===== config.mk =====
export PLATFORM = sky130hd
export DESIGN_NAME = wr_ptr_ctrl
export DESIGN_NICKNAME = d
export VERILOG_FILES = /design/src/rtl/fifo_pkg.sv /design/src/rtl/wr_ptr_ctrl.sv
export SDC_FILE = /design/constraint.sdc
export NUM_CORES = 1
export LEC_CHECK = 0
export CORE_MARGIN = 10
export CORE_UTILIZATION = 45
export DETAILED_ROUTE_END_ITERATION = 10
export HOLD_SLACK_MARGIN = 0.1
export PLACE_DENSITY = 0.74
export SYNTH_ARGS = -nofsm -noshare
export SYNTH_HDL_FRONTEND = slang
export SYNTH_SLANG_ARGS = --single-unit

===== constraint.sdc =====
create_clock -name clk_i -period 4 [get_ports clk_i]
set_input_delay 0.8 -clock clk_i [delete_from_list [all_inputs] [get_ports clk_i]]
set_output_delay 0.8 -clock clk_i [all_outputs]
set_load 0.02 [all_outputs]

===== src/rtl/fifo_pkg.sv =====
`default_nettype none
// ============================================================================
//  Module   : fifo_pkg
//  Brief    : Shared types and helpers for the async FIFO write/read domains.
//  Revision : 1.0  initial release
// ============================================================================
package fifo_pkg;

   // Write-side controller phases: INIT waits out the synchronizer flush.
   typedef enum logic [0:0] {
      INIT = 1'b0,
      RUN  = 1'b1
   } wr_state_e;

   // SOFT_RESET values that enable the synchronous soft reset input.
   localparam int SOFT_RESET_SYNC_A = 2;
   localparam int SOFT_RESET_SYNC_B = 3;

   // Gray helpers operate on a wide container. Callers zero-extend their
   // operand and truncate the result; leading zeros do not disturb either
   // conversion, so one function serves every pointer width up to 32.
   localparam int GRAY_FN_W = 32;

   function automatic logic [GRAY_FN_W-1:0] bin2gray(input logic [GRAY_FN_W-1:0] b);
      return b ^ (b >> 1);
   endfunction

   function automatic logic [GRAY_FN_W-1:0] gray2bin(input logic [GRAY_FN_W-1:0] g);
      logic [GRAY_FN_W-1:0] b;
      b[GRAY_FN_W-1] = g[GRAY_FN_W-1];
      for (int i = GRAY_FN_W-2; i >= 0; i--) begin
         b[i] = b[i+1] ^ g[i];
      end
      return b;
   endfunction

endpackage
`default_nettype wire


===== src/rtl/wr_ptr_ctrl.sv =====
`default_nettype none
// ============================================================================
//  Module   : wr_ptr_ctrl
//  Brief    : Async FIFO write-domain controller. Owns the binary/gray write
//             pointer, the memory write strobe/address, and full, almost-full
//             and level flags computed against the synchronized read pointer.
//  Revision : 1.0  initial release
// ============================================================================
module wr_ptr_ctrl
   import fifo_pkg::*;
#(
   parameter int ADDRESS_WIDTH = 4,
   parameter int SYNC_STAGE    = 2,
   parameter int SOFT_RESET    = 3
)(
   input  logic                     clk_i,
   input  logic                     hw_rst_ni,
   input  logic                     sw_rst_i,
   input  logic                     wr_en_i,
   input  logic [ADDRESS_WIDTH:0]   rd_ptr_sync_i,
   input  logic [ADDRESS_WIDTH:0]   afull_value_i,
   output logic [ADDRESS_WIDTH:0]   wr_ptr_gray_o,
   output logic [ADDRESS_WIDTH-1:0] wr_addr_o,
   output logic                     mem_wr_en_o,
   output logic                     wr_full_o,
   output logic                     wr_almost_full_o,
   output logic [ADDRESS_WIDTH:0]   wr_level_o,
   output logic                     wr_ack_o,
   output logic                     overflow_o
);

   localparam int   PTR_W     = ADDRESS_WIDTH + 1;
   localparam int   CNT_W     = $clog2(SYNC_STAGE + 1);
   localparam logic SW_RST_EN = (SOFT_RESET == SOFT_RESET_SYNC_A) ||
                                (SOFT_RESET == SOFT_RESET_SYNC_B);

   wr_state_e          state_q, state_d;
   logic [CNT_W-1:0]   cnt_q, cnt_d;
   logic [PTR_W-1:0]   bin_q, bin_d;
   logic [PTR_W-1:0]   gray_q, gray_d;
   logic               full_q, full_d;
   logic               afull_q, afull_d;
   logic [PTR_W-1:0]   level_q, level_d;
   logic               ack_q, ack_d;
   logic               ovf_q, ovf_d;

   logic               sw_rst_hit;
   logic               accept;
   logic [PTR_W-1:0]   bin_nxt;
   logic [PTR_W-1:0]   gray_nxt;
   logic [PTR_W-1:0]   rd_bin;
   logic [PTR_W-1:0]   rd_gray_full;
   logic [PTR_W-1:0]   level_nxt;
   logic               full_nxt;
   logic               afull_nxt;

   // Soft reset is tied off at elaboration unless the mode enables it; it
   // also suppresses the write strobe so a resetting cycle never touches memory.
   assign sw_rst_hit = SW_RST_EN & sw_rst_i;
   assign accept     = wr_en_i & ~full_q & (state_q == RUN) & ~sw_rst_hit;

   // Pointer arithmetic and flag look-ahead against the synchronized read pointer.
   always_comb begin
      bin_nxt      = accept ? (bin_q + PTR_W'(1)) : bin_q;
      gray_nxt     = PTR_W'(bin2gray(GRAY_FN_W'(bin_nxt)));
      rd_bin       = PTR_W'(gray2bin(GRAY_FN_W'(rd_ptr_sync_i)));
      // Full in gray space: the write pointer has lapped the read pointer once,
      // which flips the two top gray bits and leaves the rest equal.
      rd_gray_full = {~rd_ptr_sync_i[PTR_W-1:PTR_W-2], rd_ptr_sync_i[PTR_W-3:0]};
      full_nxt     = (gray_nxt == rd_gray_full);
      level_nxt    = bin_nxt - rd_bin;
      afull_nxt    = (level_nxt >= afull_value_i);
   end

   // Next-state logic: INIT holds full until the synchronizer has flushed.
   always_comb begin
      state_d = state_q;
      cnt_d   = cnt_q;
      bin_d   = bin_nxt;
      gray_d  = gray_nxt;
      full_d  = full_q;
      afull_d = afull_nxt;
      level_d = level_nxt;
      ack_d   = accept;
      ovf_d   = ovf_q | (wr_en_i & ~accept);

      case (state_q)
         INIT: begin
            full_d = 1'b1;
            if (cnt_q == CNT_W'(SYNC_STAGE)) begin
               state_d = RUN;
               cnt_d   = '0;
               full_d  = full_nxt;
            end else begin
               cnt_d = cnt_q + CNT_W'(1);
            end
         end
         RUN: begin
            full_d = full_nxt;
         end
         default: begin
            state_d = INIT;
            full_d  = 1'b1;
         end
      endcase

      if (sw_rst_hit) begin
         state_d = INIT;
         cnt_d   = '0;
         bin_d   = '0;
         gray_d  = '0;
         full_d  = 1'b1;
         afull_d = 1'b0;
         level_d = '0;
         ack_d   = 1'b0;
         ovf_d   = 1'b0;
      end
   end

   // State and flag registers with asynchronous hardware reset.
   always_ff @(posedge clk_i or negedge hw_rst_ni) begin
      if (!hw_rst_ni) begin
         state_q <= INIT;
         cnt_q   <= '0;
         bin_q   <= '0;
         gray_q  <= '0;
         full_q  <= 1'b1;
         afull_q <= 1'b0;
         level_q <= '0;
         ack_q   <= 1'b0;
         ovf_q   <= 1'b0;
      end else begin
         state_q <= state_d;
         cnt_q   <= cnt_d;
         bin_q   <= bin_d;
         gray_q  <= gray_d;
         full_q  <= full_d;
         afull_q <= afull_d;
         level_q <= level_d;
         ack_q   <= ack_d;
         ovf_q   <= ovf_d;
      end
   end

   assign wr_ptr_gray_o    = gray_q;
   assign wr_addr_o        = bin_q[ADDRESS_WIDTH-1:0];
   assign mem_wr_en_o      = accept;
   assign wr_full_o        = full_q;
   assign wr_almost_full_o = afull_q;
   assign wr_level_o       = level_q;
   assign wr_ack_o         = ack_q;
   assign overflow_o       = ovf_q;

endmodule
`default_nettype wire


Word-level counts from Yosys, hierarchy flattened --
Cells that the tools add are included.
Word-level totals: input port bits 14, bits in registers 22, word-level logic and storage cells 47
Cells by class: bitwise logic cells 15, mux-type cells 16, $lt $le $gt $ge 1, $add $sub $neg 3, eq/ne operators 3
Operator list (number):
- $mux W5 | 4
- $mux W1 | 8
- $mux W2 | 3
- $add A5 B1 Y5 const B | 1
- $eq A5 B5 Y1 | 1
- $ge A5 B5 Y1 | 1
- $sub A5 B5 Y5 | 1
- $xor A5 B4 Y5 | 1
- $and A1 B1 Y1 | 4
- $not A1 Y1 | 4
- $xor A1 B1 Y1 | 4
- $add A2 B1 Y2 const B | 1
- $eq A2 B2 Y1 const B | 1
- $ne A2 B2 Y1 const B | 1
- $not A2 Y2 | 1
- $pmux W1 S2 | 1
- $or A1 B1 Y1 | 1

Logic depth before layout (Yosys ltp) --
depth after elaboration 10, gate-level depth with buffers 14, depth with buffers taken out 14

Worst setup path before layout --
Ideal clock, no wire load.
kind input-to-reg, start in sw_rst_i, end reg afull_q, in the netlist wr_almost_full_o, buffers on the path 1, data arrival time 3255 ps, slack 613 ps, setup time 132 ps, stages 13, cell sequence nand4bb_1 > buf_4 > inv_4 > mux2i_1 > inv_1 > fa_1 > a21o_1 > a21oi_1 > xnor2_1 > xor2_1 > ha_1 > a21oi_1 > nor2_1
Between the ends: word-level cells in the longest chain between the ends 6
RTL lines:
- start, declared | RTL line wr_ptr_ctrl.sv:18 | input logic sw_rst_i,
- $not A1 Y1 | RTL line wr_ptr_ctrl.sv:60 | assign accept = wr_en_i & ~full_q & (state_q == RUN) & ~sw_rst_hit;
- $and A1 B1 Y1 | RTL line wr_ptr_ctrl.sv:60
- net mem_wr_en_o | RTL line wr_ptr_ctrl.sv:24 | output logic mem_wr_en_o,
- $mux W5 | RTL line wr_ptr_ctrl.sv:64 | bin_nxt = accept ? (bin_q + PTR_W'(1)) : bin_q;
- $sub A5 B5 Y5 | RTL line wr_ptr_ctrl.sv:71 | level_nxt = bin_nxt - rd_bin;
- $ge A5 B5 Y1 | RTL line wr_ptr_ctrl.sv:72 | afull_nxt = (level_nxt >= afull_value_i);
- $mux W1 | RTL line wr_ptr_ctrl.sv:107 | if (sw_rst_hit) begin
- net afull_d | RTL line wr_ptr_ctrl.sv:42 | logic afull_q, afull_d;
- end signal, assigned | RTL line wr_ptr_ctrl.sv:138 | afull_q <= afull_d;
- end, declared | RTL line wr_ptr_ctrl.sv:42
The timed path passes the listed nets, and every way through them passes these cells. A chain may end at the register's enable or synchronous reset.

Final worst setup path --
start in rd_ptr_sync_i[3], end reg afull_q, in the netlist wr_almost_full_o
Between the ends: word-level cells in the longest chain between the ends 7
RTL lines:
- start, declared | RTL line wr_ptr_ctrl.sv:20 | input logic [ADDRESS_WIDTH:0] rd_ptr_sync_i,
- $xor A1 B1 Y1 (*) | RTL line fifo_pkg.sv:32 | b[i] = b[i+1] ^ g[i];
- $xor A1 B1 Y1 (3 in series) | RTL line fifo_pkg.sv:32
- $sub A5 B5 Y5 (*) | RTL line wr_ptr_ctrl.sv:71
- $ge A5 B5 Y1 (*) | RTL line wr_ptr_ctrl.sv:72
- $mux W1 (*) | RTL line wr_ptr_ctrl.sv:107
- net afull_d | RTL line wr_ptr_ctrl.sv:42
Mark *: on every way through the listed nets, which the timed path passes. The rest lies on a longest branch.

==> flow_summary.json <==
{
  "seq_power_share_pct": 46.0,
  "cts_tree": "built",
  "power.switching_mw": 0.158,
  "clock_latency_ps": 310,
  "pwr_density_cell_nw_per_um2": 292,
  "worstHoldStart": "overflow_o$_DFF_PN0_",
  "cp_max_fo": 3,
  "vdd_drop_max_mv": 0.210,
  "min_period_ps": 3700,
  "drtAntennaViolNets": 0,
  "dp_slack_ps": -59.0,
  "hold_class": "flop to flop",
  "syn_inst": 138,
  "combPwrFrac_pct": 33.9,
  "wl_per_cell_um": 14.9,
  "leakagePower_nw": 0.852,
  "maxCapViolCount": 0,
  "synth_seq_cells": 21,
  "h-tree-depth": 1,
  "setup_viol": 0,
  "path_class": "input port to flop",
  "start_util_pct": 48.4,
  "track_usage_pct": 11.4,
  "ctsResizeCount": 0,
  "die-area_um2": 5650,
  "pin_count": 33,
  "rsz0062_at_grt": "false",
  "yosysSeqAreaShare_pct": 38.5,
  "synth_ff_type": "dfrtp_1",
  "cts_buffer_depth": 2,
  "drive_above_1_share_pct": 8.67,
  "rows": 19,
  "p_sw_share_pct": 30.7,
  "finish.utilization_pct": 62.4,
  "crit_path_start_kind": "input port",
  "grt_overflow": 0,
  "internal_power_mw": 0.357,
  "slew_headroom_pct": 37.9,
  "drv_slew": 0,
  "grt_max_degree": 22,
  "finalHoldViolCount": 0,
  "period_share_pct": 92.5,
  "via_per_inst": 5.28,
  "grt_pass1_vias": 1122,
  "cts_made_buffers": 3,
  "drc_errors": 0,
  "synthDistinctLibCells": 37,
  "clkTransAtPathRegs_ps": 120,
  "drt_wl_total_um": 3040,
  "r2r_start": "wr_full_o$_DFF_PN1_",
  "crit_start": "rd_ptr_sync_i[3]",
  "synth_edf_count": 0,
  "status": "complete, no violations",
  "die_y_um": 75.2,
  "nets": 199,
  "synth-async-reset-ratio_pct": 100,
  "end_kind": "flop",
  "vias": 1078,
  "clock_skew_ps": 5.01,
  "antenna_cells": 0,
  "grt_pass1_wl_um": 5130,
  "hpwlAfterDp_um": 2410,
  "firstDrtPassIters": 4,
  "fmaxAchievable_ghz": 0.270,
  "fp.dieW_um": 75.2,
  "syn_to_final_growth_pct": 28.9,
  "core-area_um2": 2830,
  "synthesis.area_um2": 1370,
  "syn_avg_cell_area_um2": 9.92,
  "worst_slack_ps": 300,
  "postCtsSetupBuffers": 0,
  "drt-initial-drc-count": 32,
  "cp.required_ps": 4210,
  "gp_congestion": 0.871,
  "hold_buffers": 0,
  "synth_fp_nets": 163,
  "synth_warnings": 0,
  "cts.sinks": 21,
  "arrival_ps": 3910,
  "tightest_slew_ps": 929,
  "grt_antenna_before_repair": 0,
  "clkPwrFrac_pct": 20.1,
  "root_buffer": "clkbuf_4",
  "port_buffers": 32
}
## logic make-up (layout without fill, tap and decap cells)
logic type,after synthesis,after routing,share of synthesized area [%]
and+or+nand+nor,37,37,13.4
AOI/OAI and AO/OA,26,26,12.3
xor gates and xnor gates,23,23,17.6
DFF,21,21,38.5
buffers and inverters,17,52,5.30
adders and majority gates,11,11,10.6
muxes,3,3,2.19
## Yosys cell counts, types with 2 or more instances
library cell,n,share of area (%)
xnor2_1,12,7.7
nand2_1,4,1.1
a311oi_1,2,1.3
buf_2,2,0.73
clkbuf_1,3,0.82
a21oi_1,12,4.4
ha_1,10,9.1
mux2i_1,3,2.2
nor2_1,17,4.7
nor2b_1,5,2.3
xor2_1,8,5.1
inv_1,10,2.7
a31oi_1,2,0.91
dfrtp_1,20,37
nor3_1,2,0.73
a21o_1,5,2.7
## path summary, 6_finish.rpt
kind | slack, ps | endpoint | cells after the start
max | 300 | wr_almost_full_o$_DFF_PN0_ | 15
min | 530 | overflow_o$_DFF_PN0_ | 2
max reg2reg | 930 | wr_almost_full_o$_DFF_PN0_ | 13
min reg2reg | 530 | overflow_o$_DFF_PN0_ | 2
max in group asynchronous | 2440 | bin_q[0]$_DFF_PN0_ | 1
min in group asynchronous | 1000 | bin_q[2]$_DFF_PN0_ | 1
## power by group through the flow
stage          combinational, mW  clock [mW]  sequential [mW]
6_report                   0.175       0.104            0.237
5_1_grt                    0.198       0.115            0.239
4_1_cts                    0.179       0.109            0.237
3_5_place_dp               0.178           0            0.242
3_3_place_gp               0.170           0            0.240
2_1_floorplan             0.0909           0            0.257
## stage by stage
| step | setup TNS (ps) | hold slack [ps] | cell area (um2) | total power, mW | std cells |
|---|---|---|---|---|---|
| 6_report | 0 | 526 | 1760 | 0.516 | 204 |
| 5_1_grt | 0 | 568 | 1760 | 0.551 | 204 |
| 4_1_cts | 0 | 534 | 1760 | 0.525 | 204 |
| 3_5_place_dp | -59.0 | 505 | 1740 | 0.419 | 200 |
| 3_3_place_gp | 0 | 484 | 1740 | 0.410 | 200 |
| 2_1_floorplan | 0 | 504 | 1370 | 0.348 | 138 |
## worst max-delay path: stages
cell             delay [ps]
clkdlybuf4s50_1         590
xnor2_4                 160
xor2_2                  230
xnor2_1                 190
xnor2_1                 160
ha_1                    170
inv_1                    70
fa_1                    400
a21o_1                  190
a21oi_1                 170
xnor2_1                 160
xor2_1                  200
ha_1                    250
a21oi_1                 130
nor2_1                   50
## state kept, by name (all words and copies together) (netlist names), 2 cells and up
| register | cells |
|---|---|
| wr_ptr_gray_o | 4 |
| wr_level_o | 5 |
| bin_q | 5 |
| cnt_q | 2 |
## area by class of cell
class	instances	area [um2]
flip-flops and latches	21	527
clock buffers	3	22.5
repair buffers	37	358
clock inverters	1	5.00
well taps	31	38.8
multi-input cells	100	769
fillers	258	1060
inverters	11	43.8
## layer usage
layer | share of wire [%] | global-route usage (%)
met1 | 42 | 12.5
met2 | 50 | 20.5
met3 | 7.8 | 4.73
met4 | 0 | 1.86
met5 | 0 | 0
## layout by cell type, fill, tap and decap left out, drive strengths merged, types with 2 or more instances in the layout
cell type       n
mux2i           3
nor2           17
buf             5
clkdlybuf4s50  32
xnor2          13
clkbuf          3
a311oi          2
ha             10
a21oi          12
inv            11
dfrtp          20
a21o            5
a31oi           2
xor2            9
nand2           5
nor3            2
nor2b           5
Note: power is estimated with default switching activity, not from simulation.
